File: src/rtl/sbox_share_sequencer.sv
// Shares one LANE_BYTES-wide S-box bank between the round datapath (128-bit SubBytes)
// and key expansion (32-bit SubWord). Optional macro SBOX_SHARE_RR_EN enables round-robin ties.
module sbox_share_sequencer #(
  parameter int LANE_BYTES = 4
) (
  input  logic                    clk,
  input  logic                    rst_n,
  input  logic                    st_req_valid,
  output logic                    st_req_ready,
  input  logic [127:0]            st_req_data,
  output logic                    st_rsp_valid,
  output logic [127:0]            st_rsp_data,
  input  logic                    key_req_valid,
  output logic                    key_req_ready,
  input  logic [31:0]             key_req_word,
  output logic                    key_rsp_valid,
  output logic [31:0]             key_rsp_word,
  output logic [8*LANE_BYTES-1:0] sbox_in,
  input  logic [8*LANE_BYTES-1:0] sbox_out,
  output logic                    busy,
  output logic                    owner
);

  localparam int LW = 8 * LANE_BYTES;
  localparam int NB = 16 / LANE_BYTES;
  localparam logic [1:0] LAST_BEAT = 2'(NB - 1);

  typedef enum logic [1:0] {
    IDLE    = 2'd0,
    ST_RUN  = 2'd1,
    KEY_RUN = 2'd2,
    DONE    = 2'd3
  } state_e;

  state_e          state_q, state_d;
  logic [1:0]      beat_q, beat_d;
  logic [127:0]    op_q, op_d;
  logic [127:0]    acc_q, acc_d;
  logic            owner_q, owner_d;
  logic            rdy_q, rdy_d;
  logic            busy_q, busy_d;
  logic [LW-1:0]   sbox_in_q, sbox_in_d;
  logic            st_rsp_valid_q, st_rsp_valid_d;
  logic [127:0]    st_rsp_data_q, st_rsp_data_d;
  logic            key_rsp_valid_q, key_rsp_valid_d;
  logic [31:0]     key_rsp_word_q, key_rsp_word_d;
  logic [127:0]    assembled_s;
  logic            key_prio_s;

`ifdef SBOX_SHARE_RR_EN
  // rr_q remembers the last granted owner (1 = key); the other side wins the next tie
  logic            rr_q, rr_d;

  // Tie-break priority from the round-robin flag
  always_comb begin
    key_prio_s = ~rr_q;
  end

  // Round-robin flag register
  always_ff @(posedge clk or negedge rst_n) begin
    if (!rst_n) begin
      rr_q <= 1'b0;
    end else begin
      rr_q <= rr_d;
    end
  end
`else
  // Fixed priority: key expansion always wins a tie
  always_comb begin
    key_prio_s = 1'b1;
  end
`endif

  // Current beat's bank result merged into the partial state
  always_comb begin
    assembled_s = acc_q;
    assembled_s[int'(beat_q) * LW +: LW] = sbox_out;
  end

  // Next-state logic: arbitration, beat stepping, result capture
  always_comb begin
    state_d         = state_q;
    beat_d          = beat_q;
    op_d            = op_q;
    acc_d           = acc_q;
    owner_d         = owner_q;
    st_rsp_valid_d  = 1'b0;
    st_rsp_data_d   = st_rsp_data_q;
    key_rsp_valid_d = 1'b0;
    key_rsp_word_d  = key_rsp_word_q;
`ifdef SBOX_SHARE_RR_EN
    rr_d            = rr_q;
`endif
    case (state_q)
      IDLE: begin
        if (rdy_q && key_req_valid && (!st_req_valid || key_prio_s)) begin
          op_d    = {96'd0, key_req_word};
          owner_d = 1'b1;
          beat_d  = 2'd0;
          state_d = KEY_RUN;
`ifdef SBOX_SHARE_RR_EN
          rr_d    = 1'b1;
`endif
        end else if (rdy_q && st_req_valid) begin
          op_d    = st_req_data;
          owner_d = 1'b0;
          beat_d  = 2'd0;
          acc_d   = 128'd0;
          state_d = ST_RUN;
`ifdef SBOX_SHARE_RR_EN
          rr_d    = 1'b0;
`endif
        end else begin
          state_d = IDLE;
        end
      end
      ST_RUN: begin
        acc_d = assembled_s;
        if (beat_q == LAST_BEAT) begin
          // Publish only the complete state so no partial result is ever visible
          st_rsp_data_d  = assembled_s;
          st_rsp_valid_d = 1'b1;
          beat_d         = 2'd0;
          state_d        = DONE;
        end else begin
          beat_d = beat_q + 2'd1;
        end
      end
      KEY_RUN: begin
        key_rsp_word_d  = sbox_out[31:0];
        key_rsp_valid_d = 1'b1;
        state_d         = DONE;
      end
      DONE: begin
        state_d = IDLE;
      end
      default: begin
        state_d = IDLE;
      end
    endcase
  end

  // Registered outputs derived from the upcoming state
  always_comb begin
    rdy_d     = (state_d == IDLE);
    busy_d    = (state_d != IDLE);
    sbox_in_d = {LW{1'b0}};
    case (state_d)
      ST_RUN: begin
        sbox_in_d = op_d[int'(beat_d) * LW +: LW];
      end
      KEY_RUN: begin
        sbox_in_d[31:0] = op_d[31:0];
      end
      default: begin
        sbox_in_d = {LW{1'b0}};
      end
    endcase
  end

  // Sequencer state and datapath registers
  always_ff @(posedge clk or negedge rst_n) begin
    if (!rst_n) begin
      state_q         <= IDLE;
      beat_q          <= 2'd0;
      op_q            <= 128'd0;
      acc_q           <= 128'd0;
      owner_q         <= 1'b0;
      rdy_q           <= 1'b0;
      busy_q          <= 1'b0;
      sbox_in_q       <= {LW{1'b0}};
      st_rsp_valid_q  <= 1'b0;
      st_rsp_data_q   <= 128'd0;
      key_rsp_valid_q <= 1'b0;
      key_rsp_word_q  <= 32'd0;
    end else begin
      state_q         <= state_d;
      beat_q          <= beat_d;
      op_q            <= op_d;
      acc_q           <= acc_d;
      owner_q         <= owner_d;
      rdy_q           <= rdy_d;
      busy_q          <= busy_d;
      sbox_in_q       <= sbox_in_d;
      st_rsp_valid_q  <= st_rsp_valid_d;
      st_rsp_data_q   <= st_rsp_data_d;
      key_rsp_valid_q <= key_rsp_valid_d;
      key_rsp_word_q  <= key_rsp_word_d;
    end
  end

  assign st_req_ready  = rdy_q;
  assign key_req_ready = rdy_q;
  assign st_rsp_valid  = st_rsp_valid_q;
  assign st_rsp_data   = st_rsp_data_q;
  assign key_rsp_valid = key_rsp_valid_q;
  assign key_rsp_word  = key_rsp_word_q;
  assign sbox_in       = sbox_in_q;
  assign busy          = busy_q;
  assign owner         = owner_q;

endmodule
File: config.mk
export PLATFORM = sky130hd
export DESIGN_NAME = sbox_share_sequencer
export DESIGN_NICKNAME = d
export VERILOG_FILES = /design/src/rtl/sbox_share_sequencer.sv
export SDC_FILE = /design/constraint.sdc
export NUM_CORES = 1
export LEC_CHECK = 0
export ABC_AREA = 1
export BUFFER_PORTS_ARGS = -buffer_cell sky130_fd_sc_hd__buf_2
export CAP_MARGIN = 25
export CORE_MARGIN = 5
export CORE_UTILIZATION = 60
export DETAILED_ROUTE_END_ITERATION = 7
export GPL_TIMING_DRIVEN = 0
export PLACE_DENSITY = 0.95
export RECOVER_POWER = 100
export SLEW_MARGIN = 20
export SYNTH_ARGS = -nofsm -noshare
export SYNTH_HDL_FRONTEND = slang
export SYNTH_SLANG_ARGS = --single-unit
File: constraint.sdc
create_clock -name clk -period 4.15 [get_ports clk]
set_input_delay 0.6225 -clock clk [delete_from_list [all_inputs] [get_ports clk]]
set_output_delay 0.6225 -clock clk [all_outputs]
set_load 0.02 [all_outputs]
After elaboration in Yosys (flattened, before gate mapping)

Index checks and enable logic that the tools add are counted.

Bits in registers: 457
Input bits: 196

$add $sub $neg: 2
Equality and inequality tests: 8
Shifts and indexed selects: 3
Muxes and demuxes: 21
Reduce and logical (&&, ||, !) cells: 10

Operator list:

| kind                      | count |
|---|---|
| $mux 128                  | 5 |
| $pmux 128 s2              | 1 |
| $bwmux 128                | 1 |
| $shift 32x33->128 const A | 1 |
| $shiftx 128x8->32         | 1 |
| $shiftx 32x33->128        | 1 |
| $pmux 32 s2               | 1 |
| $neg 7->33                | 1 |
| $mux 2                    | 5 |
| $eq 2x2->1 const B        | 4 |
| $pmux 2 s4                | 1 |
| $mux 1                    | 6 |
| $reduce_bool 2->1         | 3 |
| $eq 2x1->1 const B        | 2 |
| $logic_not 2->1           | 2 |
| $ne 2x2->1 const B        | 2 |
| $pmux 2 s2                | 1 |
| $reduce_and 2->1          | 2 |
| $reduce_and 3->1          | 1 |
| $add 2x1->2 const B       | 1 |
| $logic_and 1x1->1         | 2 |

Logic depth before layout (Yosys ltp)

Word-level depth: 6
Depth in mapped cells: 13
Gate-level depth less buffers: 12

Worst setup path before layout

Ideal clock, no wire load.

Path type: reg2reg
Start point: reg state_q[1]
End point: reg sbox_in_q[0], in the netlist sbox_in[0]
Library setup time: 136 ps
Data arrival time: 2047 ps
Data required time: 4014 ps
Path slack: 1967 ps
Stages on the path, launching flop included: 12
Period minus slack after synthesis: 2183 ps
Cells stage by stage: dfrtp_1 inv_1 ha_1 clkbuf_1 nand2_1 clkbuf_1 nand2_1 a21oi_1 ha_1 inv_1 clkbuf_1 a21oi_1

Longest elaborated chain between the ends: 4
Elaborated cells between the ends (all ways): 12
Classes of those cells: 5 x eq/ne; 1 x shift; 5 x mux; 1 x reduce/logical

RTL lines:

| item                                            | line | text |
|---|---|---|
| start, declared                                 | 35   | `state_e state_q, state_d;` |
| start signal, assigned                          | 177  | `state_q <= state_d;` |
| $eq 2x1->1, or another cell as far along        | 94   | `case (state_q)` |
| $pmux 2 s2, or another cell as far along        | 94   |  |
| $shiftx 128x8->32, or another cell as far along | 150  | `sbox_in_d = op_d[int'(beat_d) * LW +: LW];` |
| $pmux 32 s2 (*)                                 | 148  | `case (state_d)` |
| net sbox_in_d[0]                                | 42   | `logic [LW-1:0] sbox_in_q, sbox_in_d;` |
| end signal, assigned                            | 171  | `sbox_in_q <= {LW{1'b0}};` |
| end signal, assigned                            | 184  | `sbox_in_q <= sbox_in_d;` |
| end, declared                                   | 42   |  |

The timed path passes the listed nets; every way through them passes the cells marked *.
A chain may end at the register's enable or synchronous reset.

Worst setup path in the final report

Start point: reg state_q[1]
End point: reg sbox_in_q[16], in the netlist sbox_in[16]

Longest elaborated chain between the ends: 4
Elaborated cells between the ends (all ways): 12
Classes of those cells: 5 x eq/ne; 1 x shift; 5 x mux; 1 x reduce/logical

RTL lines:

| item                                            | line |
|---|---|
| $eq 2x2->1, or another cell as far along        | 94 |
| $pmux 2 s4 (*)                                  | 94 |
| net state_d[0]                                  | 35 |
| $eq 2x2->1 / $eq 2x1->1 (equally long branches) | 148 |
| $pmux 32 s2 (*)                                 | 148 |
| net sbox_in_d[16]                               | 42 |

Marks and branches as above.

==> results.rst <==
.. list-table::
   :header-rows: 1

   * - Metric
     - Value
   * - Status
     - finished with violations
   * - Violated checks
     - design-rule violations, max-capacitance violations, max-slew violations
   * - Starting Density
     - 0.608
   * - Post-CTS setup repair buffer count
     - 0
   * - Post-synthesis instance area
     - slightly above 20,000 µm²
   * - Synth top area share
     - 0.561
   * - Post-CTS sizing
     - 0
   * - Final period util
     - 0.878
   * - Gate count of the mapped netlist
     - 2,465
   * - Max clock buf depth
     - 3
   * - Width of the die
     - around 190 µm
   * - DRT Pass-1 Iters
     - 8
   * - Worst Reg2Reg Path Length in Cells
     - 11
   * - Worst-path fanout max
     - 10
   * - Number of nets in the synthesized netlist
     - 2,673
   * - Largest net degree at the start of global routing
     - 105
   * - Worst EP required
     - 4.58 ns
   * - Routed vias/inst
     - 6.08
   * - Pre-CTS setup slack
     - 1.07 ns
   * - Final estimated routing congestion in global placement
     - approximately 0.95
   * - Num Clock Sinks
     - 457
   * - Final Skew
     - 0.0190 ns
   * - Met2 routing resource usage after global routing
     - 0.569
   * - First-pass GRT wire length
     - 111 mm
   * - Via total after detailed routing
     - 20,631
   * - Cell at the root of the clock tree
     - clkbuf_16
   * - GRT overflow
     - 0
   * - Number of placed instances, taps included
     - 3,311
   * - Arrival time of the worst setup path
     - 4.08 ns
   * - Detailed placement HPWL
     - 51.2 mm
   * - Power density normalized to cell area
     - 770 nW/µm²
   * - Final-report setup violation count
     - 0
   * - Number of global-route vias before repair
     - 20,581
   * - Pwr Total
     - 18.7 mW
   * - Reported leakage power
     - 11.6 nW
   * - Number of antenna violations at the first check in global routing
     - 3
   * - Height of the die
     - 194 µm
   * - Final max-slew violation count
     - 141
   * - Die Footprint
     - roughly 38,000 µm²
   * - Global-route track usage on met3
     - 0.121
   * - Clock transition time at the flip-flop clock pins of the worst setup and hold paths
     - ~0.070 ns
   * - Layout-stage area growth over the synthesis result
     - 19.1%
   * - Io pins
     - 394
   * - Grt met1 use
     - 0.461
   * - Cell area after layout
     - around 24,000 µm²
   * - Max cap viols
     - 2
   * - Sequential area share after synthesis
     - 0.561
   * - Clock buffer count from CTS
     - 46
   * - Number of cells on the worst hold path
     - 3
   * - Worst hold path class
     - input port to flop
   * - Remaining routing DRC violations
     - 24
   * - Sum Neg Setup Slack
     - 0 ns
   * - Post-synthesis average cell area
     - 8.26 µm²
   * - Count of standard-cell rows
     - 67
   * - DRT iter0 DRCs
     - ~2,800
   * - Non-filler cells, final
     - around 3,400
   * - RSZ-0062 raised after global routing
     - no
   * - Global-route usage over all layers
     - 0.366
   * - Warning count from the yosys run
     - 0
   * - Startpoint kind of the worst setup timing path
     - flop
   * - Number of H-tree branching levels
     - 2
   * - VDD IR-drop max
     - 0.417 mV
   * - Most heavily used metal layer in global routing
     - met2
   * - Netlist cell types
     - 21
   * - Achievable frequency
     - about 270 MHz
   * - Clock tree from TritonCTS
     - built
   * - Most area-consuming cells after synthesis
     - dfrtp_1 56%, nand2_1 15%, nand3_1 7.9%, o22ai_1 3.9%, inv_1 3.4%
   * - Number of hold buffers added after cts
     - 1
   * - DRT antenna net count
     - 0
   * - Crit Path Class
     - flop to flop
   * - Remaining max-slew budget at the tightest pin
     - -0.270
   * - Core outline area
     - 33,500 µm²
   * - Nets
     - 3,120
   * - Clock insertion delay at the later pin of the skew report
     - 0.57 ns
   * - Port Buffers
     - about 400
   * - Post-DP Area
     - 23,000 µm²
   * - Total of flip-flops plus latches after synthesis
     - around 460
   * - Post-DR wirelength/cell
     - 21.1 µm
   * - Tmin final
     - ~3.6 ns
   * - Minimum setup slack in the final design
     - approximately 0.50 ns
   * - CP Capture Type
     - flop
   * - Share of cells above drive strength 1
     - 0.119
   * - Cell taking the most area after synthesis
     - dfrtp_1
   * - Total length of routed wires
     - 71.6 mm
   * - Hold violation count in the final report
     - 0
   * - Worst Hold Slack
     - 0.293 ns
   * - Least-Margin Pin Slew
     - 1.91 ns
   * - Final cell utilization of the core
     - 0.723
==> state kept, by name (all words and copies together), names as in the netlist <==
| signal | count |
|---|---|
| sbox_in | 32 |
| key_req_ready | 1 |
| st_rsp_data | 128 |
| key_rsp_word | 32 |
| beat_q | 2 |
| state_q | 2 |
| acc_q | 128 |
| key_rsp_valid | 1 |
| busy | 1 |
| st_rsp_valid | 1 |
| op_q | 128 |
| owner | 1 |
==> cells by family (layout without fill, tap and decap cells) <==
group | after synthesis | after routing | share of synthesized area
buffers and inverters | 365 | 845 | 0.0720
AOI/OAI and AO/OA | 324 | 324 | 0.0876
DFF | 457 | 457 | 0.561
other | 0 | 3 | 0
adders and majority gates | 12 | 12 | 0.00737
and+or+nand+nor | 1307 | 1307 | 0.272
==> synthesized netlist by cell type <==
| cell type | number |
|---|---|
| nand3b_1 | 31 |
| nand3_2 | 2 |
| buf_1 | 16 |
| a21oi_1 | 67 |
| dfrtp_1 | 457 |
| nor2_4 | 2 |
| inv_2 | 1 |
| buf_2 | 51 |
| nand4_1 | 3 |
| nand3_1 | 322 |
| o22ai_1 | 128 |
| nand2_1 | 817 |
| o21ai_2 | 1 |
| buf_4 | 5 |
| ha_1 | 12 |
| buf_6 | 2 |
| clkbuf_1 | 108 |
| inv_1 | 182 |
| or2_2 | 29 |
| o21ai_0 | 128 |
| nor2_1 | 101 |
==> critical path, stage by stage, from the launching register on <==
cell and delay (ns):
dfrtp_1 0.41, inv_1 0.10, ha_1 0.19, nand3_1 0.19, nor2_1 0.83, buf_2 0.41, a21oi_1 0.12, inv_1 0.10
ha_1 0.29, clkbuf_1 0.42, nand3_1 0.13, a21oi_1 0.32
==> path summary, 6_finish.rpt <==
path                       slack [ns]                   startpoint                           to
min reg2reg                      0.48  st_rsp_data[54]$_DFFE_PN0P_  st_rsp_data[54]$_DFFE_PN0P_
min                              0.29              st_req_data[87]           op_q[87]$_DFF_PN0_
max in group asynchronous        0.94                        rst_n        sbox_in[10]$_DFF_PN0_
max reg2reg                      0.50         state_q[1]$_DFF_PN0_        sbox_in[16]$_DFF_PN0_
max                              0.50         state_q[1]$_DFF_PN0_        sbox_in[16]$_DFF_PN0_
min in group asynchronous        0.57                        rst_n  st_rsp_data[98]$_DFFE_PN0P_
==> cells in the final DEF, fill, tap and decap left out, types with 2 or more instances in the layout <==
| cell | count |
|---|---|
| bufinv_16 | 5 |
| clkinv_2 | 7 |
| buf_1 | 9 |
| inv_6 | 2 |
| nand3b_1 | 31 |
| a21oi_1 | 67 |
| nand3_1 | 324 |
| clkbuf_2 | 2 |
| dfrtp_1 | 457 |
| inv_1 | 182 |
| ha_1 | 12 |
| o22ai_1 | 128 |
| buf_16 | 3 |
| clkbuf_1 | 333 |
| buf_6 | 2 |
| buf_2 | 239 |
| nand4_1 | 3 |
| nor2_1 | 102 |
| o21ai_0 | 129 |
| clkbuf_16 | 46 |
| or2_2 | 29 |
| diode_2 | 3 |
| nand2_1 | 817 |
| clkbuf_8 | 7 |
| clkinvlp_4 | 2 |
==> power by group <==
part | internal, mW | switching (mW) | total (mW)
registers | 5.89 | 0.737 | 6.63
logic | 2.03 | 5.73 | 7.76
clock network | 2.48 | 1.80 | 4.28
==> routing by layer <==
layer | vias up | wire length [µm]
li1 | 8861 | -
met1 | 9805 | 25300
met2 | 1591 | 32100
met3 | 374 | 9470
met4 | 0 | 4660
met5 | - | 0
==> cell type report <==
class	count	area, µm²
tap	448	561
sequential	457	11400
antenna	3	7.51
buffer	182	761
clock buffer	64	1290
multi-input combinational	1643	7450
clock inverter	17	234
fill	2489	9280
timing repair buffer	399	1830
inverter	183	687
Power figures use the tool's default switching activity.
